File: config.mk
export PLATFORM = sky130hd
export DESIGN_NAME = complex_issue
export DESIGN_NICKNAME = d
export VERILOG_FILES = /design/src/rtl/complex_issue_pkg.sv /design/src/rtl/complex_iq_entry.sv /design/src/rtl/complex_issue.sv
export SDC_FILE = /design/constraint.sdc
export NUM_CORES = 1
export LEC_CHECK = 0
export CAP_MARGIN = 15
export CORE_UTILIZATION = 51
export DETAILED_ROUTE_END_ITERATION = 10
export PLACE_DENSITY = 0.88
export SYNTH_ARGS = -nofsm -noshare
export SYNTH_HDL_FRONTEND = slang
export SYNTH_SLANG_ARGS = --single-unit
File: constraint.sdc
create_clock -name clk_i -period 16.38 [get_ports clk_i]
set_input_delay 1.638 -clock clk_i [delete_from_list [all_inputs] [get_ports clk_i]]
set_output_delay 1.638 -clock clk_i [all_outputs]
set_load 0.02 [all_outputs]
File: src/rtl/complex_issue_pkg.sv
// complex_issue_pkg: shared types and helpers for the mul/div issue queue.
// Source wakeup snooping is shared by the dispatch path and stored entries.
package complex_issue_pkg;

    localparam int CI_TAG_W   = 6;
    localparam int CI_ROB_W   = 5;
    localparam int OP_DIV_BIT = 2;
    localparam int OP_REM_BIT = 1;
    localparam int OP_UNS_BIT = 0;

    typedef struct packed {
        logic [CI_TAG_W-1:0] tag;
        logic [31:0]         data;
        logic                rdy;
    } src_t;

    typedef struct packed {
        logic                valid;
        logic [2:0]          opcode;
        src_t                rs1;
        src_t                rs2;
        logic [CI_TAG_W-1:0] rd_tag;
        logic [CI_ROB_W-1:0] rob_id;
    } iq_entry_t;

    // wk0 wins when both buses carry the awaited tag
    function automatic src_t snoop(
        input src_t                s,
        input logic                v0,
        input logic [CI_TAG_W-1:0] t0,
        input logic [31:0]         d0,
        input logic                v1,
        input logic [CI_TAG_W-1:0] t1,
        input logic [31:0]         d1
    );
        src_t r;
        r = s;
        if (!s.rdy) begin
            if (v0 && t0 == s.tag) begin
                r.data = d0;
                r.rdy  = 1'b1;
            end else if (v1 && t1 == s.tag) begin
                r.data = d1;
                r.rdy  = 1'b1;
            end
        end
        return r;
    endfunction

endpackage

File: src/rtl/complex_iq_entry.sv
// complex_iq_entry: one issue-queue slot with two-bus wakeup capture.
// Writes pass through the same snoop so dispatch-cycle wakeups are caught.
module complex_iq_entry
    import complex_issue_pkg::*;
(
    input  logic                clk_i,
    input  logic                rst_i,
    input  logic                clr_i,
    input  logic                wr_i,
    input  logic                pop_i,
    input  iq_entry_t           wr_entry_i,
    input  logic                wk0_valid_i,
    input  logic [CI_TAG_W-1:0] wk0_tag_i,
    input  logic [31:0]         wk0_data_i,
    input  logic                wk1_valid_i,
    input  logic [CI_TAG_W-1:0] wk1_tag_i,
    input  logic [31:0]         wk1_data_i,
    output logic                ready_o,
    output logic [2:0]          opcode_o,
    output logic [31:0]         op1_o,
    output logic [31:0]         op2_o,
    output logic [CI_TAG_W-1:0] rd_tag_o,
    output logic [CI_ROB_W-1:0] rob_id_o
);

    iq_entry_t ent_q, ent_d, base;

    always_comb begin
        base      = wr_i ? wr_entry_i : ent_q;
        ent_d     = base;
        ent_d.rs1 = snoop(base.rs1, wk0_valid_i, wk0_tag_i, wk0_data_i,
                          wk1_valid_i, wk1_tag_i, wk1_data_i);
        ent_d.rs2 = snoop(base.rs2, wk0_valid_i, wk0_tag_i, wk0_data_i,
                          wk1_valid_i, wk1_tag_i, wk1_data_i);
        if (pop_i || clr_i) begin
            ent_d.valid = 1'b0;
        end
    end

    always_ff @(posedge clk_i or posedge rst_i) begin
        if (rst_i) begin
            ent_q <= '0;
        end else begin
            ent_q <= ent_d;
        end
    end

    assign ready_o  = ent_q.valid & ent_q.rs1.rdy & ent_q.rs2.rdy;
    assign opcode_o = ent_q.opcode;
    assign op1_o    = ent_q.rs1.data;
    assign op2_o    = ent_q.rs2.data;
    assign rd_tag_o = ent_q.rd_tag;
    assign rob_id_o = ent_q.rob_id;

endmodule

File: src/rtl/complex_issue.sv
// complex_issue: in-order issue queue feeding the multiply/divide unit.
// One op in flight; operands stay on the unit bus until its result returns.
module complex_issue
    import complex_issue_pkg::*;
#(
    parameter int DEPTH = 4,
    parameter int TAG_W = CI_TAG_W,
    parameter int ROB_W = CI_ROB_W
) (
    input  logic             clk_i,
    input  logic             rst_i,
    input  logic             flush_i,
    input  logic             disp_valid_i,
    output logic             disp_ready_o,
    input  logic [2:0]       disp_opcode_i,
    input  logic [31:0]      disp_rs1_data_i,
    input  logic [31:0]      disp_rs2_data_i,
    input  logic [TAG_W-1:0] disp_rs1_tag_i,
    input  logic [TAG_W-1:0] disp_rs2_tag_i,
    input  logic             disp_rs1_rdy_i,
    input  logic             disp_rs2_rdy_i,
    input  logic [TAG_W-1:0] disp_rd_tag_i,
    input  logic [ROB_W-1:0] disp_rob_id_i,
    input  logic             wk0_valid_i,
    input  logic [TAG_W-1:0] wk0_tag_i,
    input  logic [31:0]      wk0_data_i,
    input  logic             wk1_valid_i,
    input  logic [TAG_W-1:0] wk1_tag_i,
    input  logic [31:0]      wk1_data_i,
    output logic             cu_flush_o,
    output logic             cu_valid_o,
    output logic [2:0]       cu_opcode_o,
    output logic [31:0]      cu_op1_o,
    output logic [31:0]      cu_op2_o,
    input  logic [31:0]      cu_result_i,
    input  logic             cu_wb_valid_i,
    output logic             wb_valid_o,
    output logic [TAG_W-1:0] wb_tag_o,
    output logic [ROB_W-1:0] wb_rob_id_o,
    output logic [31:0]      wb_data_o
);

    localparam int AW = $clog2(DEPTH);
    localparam int CW = AW + 1;
    localparam logic [CW-1:0] FULL = CW'(DEPTH);

    logic [AW-1:0]    head_q, head_d, tail_q, tail_d;
    logic [CW-1:0]    cnt_q, cnt_d;
    logic             inf_q, inf_d;
    logic [TAG_W-1:0] inf_tag_q, inf_tag_d;
    logic [ROB_W-1:0] inf_rob_q, inf_rob_d;
    logic             cuv_q, cuv_d;
    logic [2:0]       cuop_q, cuop_d;
    logic [31:0]      cua_q, cua_d, cub_q, cub_d;
    logic             wbv_q, wbv_d;
    logic [TAG_W-1:0] wbt_q, wbt_d;
    logic [ROB_W-1:0] wbr_q, wbr_d;
    logic [31:0]      wbd_q, wbd_d;

    iq_entry_t        disp_ent;
    logic [DEPTH-1:0] e_rdy;
    logic [2:0]       e_op  [DEPTH];
    logic [31:0]      e_a   [DEPTH];
    logic [31:0]      e_b   [DEPTH];
    logic [TAG_W-1:0] e_tag [DEPTH];
    logic [ROB_W-1:0] e_rob [DEPTH];
    logic             disp_fire, issue, done, unit_free;

    assign cu_flush_o   = flush_i;
    assign disp_ready_o = cnt_q < FULL;
    assign disp_fire    = disp_valid_i & disp_ready_o & ~flush_i;
    // the unit is idle after its done cycle, so back-to-back issue is safe
    assign unit_free    = ~inf_q | cu_wb_valid_i;
    assign issue        = e_rdy[head_q] & unit_free & ~flush_i;
    assign done         = cu_wb_valid_i & inf_q & ~flush_i;

    always_comb begin
        disp_ent          = '0;
        disp_ent.valid    = 1'b1;
        disp_ent.opcode   = disp_opcode_i;
        disp_ent.rs1.tag  = disp_rs1_tag_i;
        disp_ent.rs1.data = disp_rs1_data_i;
        disp_ent.rs1.rdy  = disp_rs1_rdy_i;
        disp_ent.rs2.tag  = disp_rs2_tag_i;
        disp_ent.rs2.data = disp_rs2_data_i;
        disp_ent.rs2.rdy  = disp_rs2_rdy_i;
        disp_ent.rd_tag   = disp_rd_tag_i;
        disp_ent.rob_id   = disp_rob_id_i;
    end

    for (genvar i = 0; i < DEPTH; i++) begin : g_ent
        complex_iq_entry u_ent (
            .clk_i       (clk_i),
            .rst_i       (rst_i),
            .clr_i       (flush_i),
            .wr_i        (disp_fire && tail_q == AW'(i)),
            .pop_i       (issue && head_q == AW'(i)),
            .wr_entry_i  (disp_ent),
            .wk0_valid_i (wk0_valid_i),
            .wk0_tag_i   (wk0_tag_i),
            .wk0_data_i  (wk0_data_i),
            .wk1_valid_i (wk1_valid_i),
            .wk1_tag_i   (wk1_tag_i),
            .wk1_data_i  (wk1_data_i),
            .ready_o     (e_rdy[i]),
            .opcode_o    (e_op[i]),
            .op1_o       (e_a[i]),
            .op2_o       (e_b[i]),
            .rd_tag_o    (e_tag[i]),
            .rob_id_o    (e_rob[i])
        );
    end

    always_comb begin
        head_d    = head_q;
        tail_d    = tail_q;
        cnt_d     = cnt_q;
        inf_d     = inf_q;
        inf_tag_d = inf_tag_q;
        inf_rob_d = inf_rob_q;
        cuv_d     = 1'b0;
        cuop_d    = cuop_q;
        cua_d     = cua_q;
        cub_d     = cub_q;
        wbv_d     = 1'b0;
        wbt_d     = wbt_q;
        wbr_d     = wbr_q;
        wbd_d     = wbd_q;
        if (disp_fire) begin
            tail_d = tail_q + 1'b1;
        end
        unique case ({disp_fire, issue})
            2'b10:   cnt_d = cnt_q + 1'b1;
            2'b01:   cnt_d = cnt_q - 1'b1;
            default: cnt_d = cnt_q;
        endcase
        if (done) begin
            wbv_d = 1'b1;
            wbt_d = inf_tag_q;
            wbr_d = inf_rob_q;
            wbd_d = cu_result_i;
            inf_d = 1'b0;
        end
        if (issue) begin
            head_d    = head_q + 1'b1;
            cuv_d     = 1'b1;
            cuop_d    = e_op[head_q];
            cua_d     = e_a[head_q];
            cub_d     = e_b[head_q];
            inf_tag_d = e_tag[head_q];
            inf_rob_d = e_rob[head_q];
            inf_d     = 1'b1;
        end
        if (flush_i) begin
            head_d = '0;
            tail_d = '0;
            cnt_d  = '0;
            inf_d  = 1'b0;
        end
    end

    always_ff @(posedge clk_i or posedge rst_i) begin
        if (rst_i) begin
            head_q    <= '0;
            tail_q    <= '0;
            cnt_q     <= '0;
            inf_q     <= 1'b0;
            inf_tag_q <= '0;
            inf_rob_q <= '0;
            cuv_q     <= 1'b0;
            cuop_q    <= '0;
            cua_q     <= '0;
            cub_q     <= '0;
            wbv_q     <= 1'b0;
            wbt_q     <= '0;
            wbr_q     <= '0;
            wbd_q     <= '0;
        end else begin
            head_q    <= head_d;
            tail_q    <= tail_d;
            cnt_q     <= cnt_d;
            inf_q     <= inf_d;
            inf_tag_q <= inf_tag_d;
            inf_rob_q <= inf_rob_d;
            cuv_q     <= cuv_d;
            cuop_q    <= cuop_d;
            cua_q     <= cua_d;
            cub_q     <= cub_d;
            wbv_q     <= wbv_d;
            wbt_q     <= wbt_d;
            wbr_q     <= wbr_d;
            wbd_q     <= wbd_d;
        end
    end

    assign cu_valid_o  = cuv_q;
    assign cu_opcode_o = cuop_q;
    assign cu_op1_o    = cua_q;
    assign cu_op2_o    = cub_q;
    assign wb_valid_o  = wbv_q;
    assign wb_tag_o    = wbt_q;
    assign wb_rob_id_o = wbr_q;
    assign wb_data_o   = wbd_q;

    a_orphan_done: assert property (@(posedge clk_i) disable iff (rst_i)
        !(cu_wb_valid_i && !inf_q));

endmodule

==> results_dict.tcl <==
set metrics [dict create \
    status "finished clean" \
    hold_viol_final 0 \
    drt_iter0_markers 3271 \
    finalSetupViolCount 0 \
    start_util_pct 51.7 \
    die_y_um 233 \
    ant_nets 0 \
    yosysTopAreaCell "dfrtp_1" \
    synthArstFlopShare_pct 100 \
    num_rows 84 \
    hp-class "flop to flop" \
    grt_pass1_wl_um 140000 \
    synth_common_cells "nand2_1, dfrtp_1, clkbuf_1" \
    ys_seq_area_share_pct 46.2 \
    htree_levels 2 \
    powerDensity_mw_per_mm2 173 \
    cap_violations 0 \
    peakVddDrop_mv 0.100 \
    n_fill_cell 4073 \
    reg2reg_slack_ns 11.49 \
    yosysUniqueCellTypes 76 \
    cp.arrival_ns 6.44 \
    vias_per_cell 6.53 \
    finalCriticalPeriod_ns 5.92 \
    cts.sinks 503 \
    die_area_mm2 0.0543 \
    path_class "input port to flop" \
    vias 24000 \
    cp_max_fo 52 \
    slew_headroom_pct 20.8 \
    syn_inst 2793 \
    cts_tree "built" \
    layout-drive-gt1-share_pct 11.7 \
    skew_ns 0.0207 \
    rr_endpoint "g_ent[1].u_ent.op2_o[24]" \
    r2r.worst_path.cells 11 \
    start_kind "input port" \
    worst_slew_pin_slew_ns 1.18 \
    cts_setup_buffers 0 \
    syn-num-nets 3009 \
    ys_warn_count 0 \
    cpMostUsedCell "buf_4" \
    endpoint_kind "flop" \
    io_buffers 320 \
    crit_path_start "disp_valid_i" \
    finalNetCount 3145 \
    fin_crit_sh_pct 36.1 \
    insertion_delay_ns 0.64 \
    path_clk_slew_ns 0.07 \
    clockRootBuffer "clkbuf_16" \
    areaGrowthSynthToFinish_pct 19.5 \
    worstPathRequired_ns 16.90 \
    routedWlPerCell_um 24.8 \
    die_x_um 233 \
    crit_path_top_delay_cell "buf_4" \
    yosys-top-cells-area "dfrtp_1, nand2_1, mux4_2, mux2i_1, mux2_2" \
    hold_path_depth 2 \
    crit_end "g_ent[1].u_ent.op2_o[24]" \
    cp_cell_sequence "clkdlybuf4s50_1 > nand4bb_4 > buf_4 > buf_4 > mux2_1 > nor2b_1 > a211o_1 > buf_4 > or2_1 > buf_4 > o21ai_0 > a221oi_1" \
    yosys_register_bits 503 \
    cp_slowest_stage_delay_ns 0.87 \
    cts_resized 0 \
    finalWeightedCongestion 0.948 \
    grtUsageTotal_pct 33.5 \
    syn_avg_cell_area_um2 9.75 \
    report.final.slew_viol_count 0 \
    synthMostInstantiatedCell "nand2_1" \
    leakagePower_nw 14.6 \
    coreArea_mm2 0.0527 \
    r2r_start "cnt_q[2]" \
    ctsHoldBuffers 0 \
    grt.overflow.total 0 \
    place_inst 3561 \
    synth_area_mm2 0.0272 \
    ios 321 \
    synth_edf_count 0 \
    fin_tns_setup_ns 0 \
    rsz0062_at_grt "false" \
    drcViolationCount 0 \
    drt-pass1-iter-count 8 \
    wl_um 91000 \
    synth_top_area_share_pct 46.2 \
    grt_max_degree 151 \
    cts_buffers 54 \
    synth_ff_type "dfrtp_1" \
    hpwl_um 54900 \
    layoutNonFillerInstCount 3671 \
    antenna_found_initial 12 \
    max_freq_ghz 0.169 \
    cts_buffer_depth 3 \
    grt_pass1_vias 24200 \
]
## critical path: cells and delay by family
| family | cells | cell delay (ns) |
|---|---|---|
| AOI/OAI and AO/OA | 3 | 0.58 |
| buffers and inverters | 5 | 2.96 |
| muxes | 1 | 0.28 |
| and+or+nand+nor | 3 | 0.85 |
## worst min path at each step
stage | startpoint | end | slack, ns
after global routing | inf_tag_q[1] | wb_tag_o[1] | 0.49
after floorplan | inf_rob_q[0] | wb_rob_id_o[0] | 0.43
after global placement | inf_rob_q[1] | wb_rob_id_o[1] | 0.45
after detailed placement | inf_tag_q[5] | wb_tag_o[5] | 0.45
after CTS | inf_rob_q[1] | wb_rob_id_o[1] | 0.47
final | inf_tag_q[5] | wb_tag_o[5] | 0.47
## logic make-up (layout without fill, tap and decap cells)
kind of cell / Yosys count / count (layout) / share of synthesized area [%]
adder cells (fa/ha/maj): 9 / 9 / 0.441
buffers and inverters: 351 / 530 / 5.49
AO/OA/AOI/OAI: 571 / 571 / 14.6
flip-flops: 503 / 503 / 46.2
other: 0 / 11 / 0
XOR/XNOR: 89 / 89 / 2.86
AND/OR/NAND/NOR: 950 / 950 / 14.5
multiplexers: 320 / 320 / 15.9
## metrics by stage
step	hold slack [ns]	total power, mW	worst slack [ns]	instance area, um2	util (%)
after floorplan	0.435	3.52	0.697	27200	-
after global placement	0.446	4.16	10.10	30600	58.1
after detailed placement	0.451	4.26	10.01	30600	58.1
after CTS	0.467	5.60	10.66	32500	61.7
after global routing	0.487	5.91	10.30	32500	61.8
final	0.469	5.62	10.46	32500	61.8
## cells in the final DEF (no fill, tap or decap), types with 21 or more instances in the layout
cell type,n
nand2b_1,21
xor2_1,38
nand3_1,31
a31oi_1,36
o21ai_1,32
mux2i_1,134
nor2_1,108
nand2_1,706
clkdlybuf4s50_1,320
a21oi_1,156
a221o_1,96
a221oi_1,67
clkbuf_16,55
inv_1,67
o22ai_1,53
mux4_2,78
dfrtp_1,501
buf_4,40
xnor2_1,51
mux2_2,102
o21ai_0,67
## cell type report
class	count	area, um2	share of cell area, %
flip-flops and latches	503	12600	38.7
clock inverters	18	317	0.973
diodes	11	27.5	0.0846
well taps	688	861	2.65
repair buffers	361	3520	10.8
clock buffers	81	1580	4.87
inverters	70	270	0.831
multi-input cells	1939	13400	41.1
## power by group
| group | total (mW) | internal (mW) | switching (mW) |
|---|---|---|---|
| Combinational | 2.11 | 1.06 | 1.05 |
| Clock | 1.32 | 0.793 | 0.529 |
| Sequential | 2.19 | 1.81 | 0.374 |
## per-layer routing
metal / vias up / track usage [%] / wire, um
li1: 10100 / - / -
met1: 11600 / 41.4 / 32400
met2: 1862 / 52.4 / 41900
met3: 434 / 9.39 / 11400
met4: 4 / 20.0 / 5310
met5: - / 0 / 25
## registers in the layout, summed over array words and instances (netlist names)
signal and flops:
wb_valid_o 1, inf_tag_q 6, g_ent.u_ent.opcode_o 12, g_ent.u_ent.rd_tag_o 24
cu_opcode_o 3, wb_data_o 32, g_ent.u_ent.rob_id_o 20, g_ent.u_ent.ent_q 60
inf_q 1, cnt_q 3, head_q 2, g_ent.u_ent.op1_o 128
inf_rob_q 5, tail_q 2, cu_valid_o 1, wb_rob_id_o 5
cu_op2_o 32, g_ent.u_ent.op2_o 128, cu_op1_o 32, wb_tag_o 6
(Power assumes the default switching activity.)
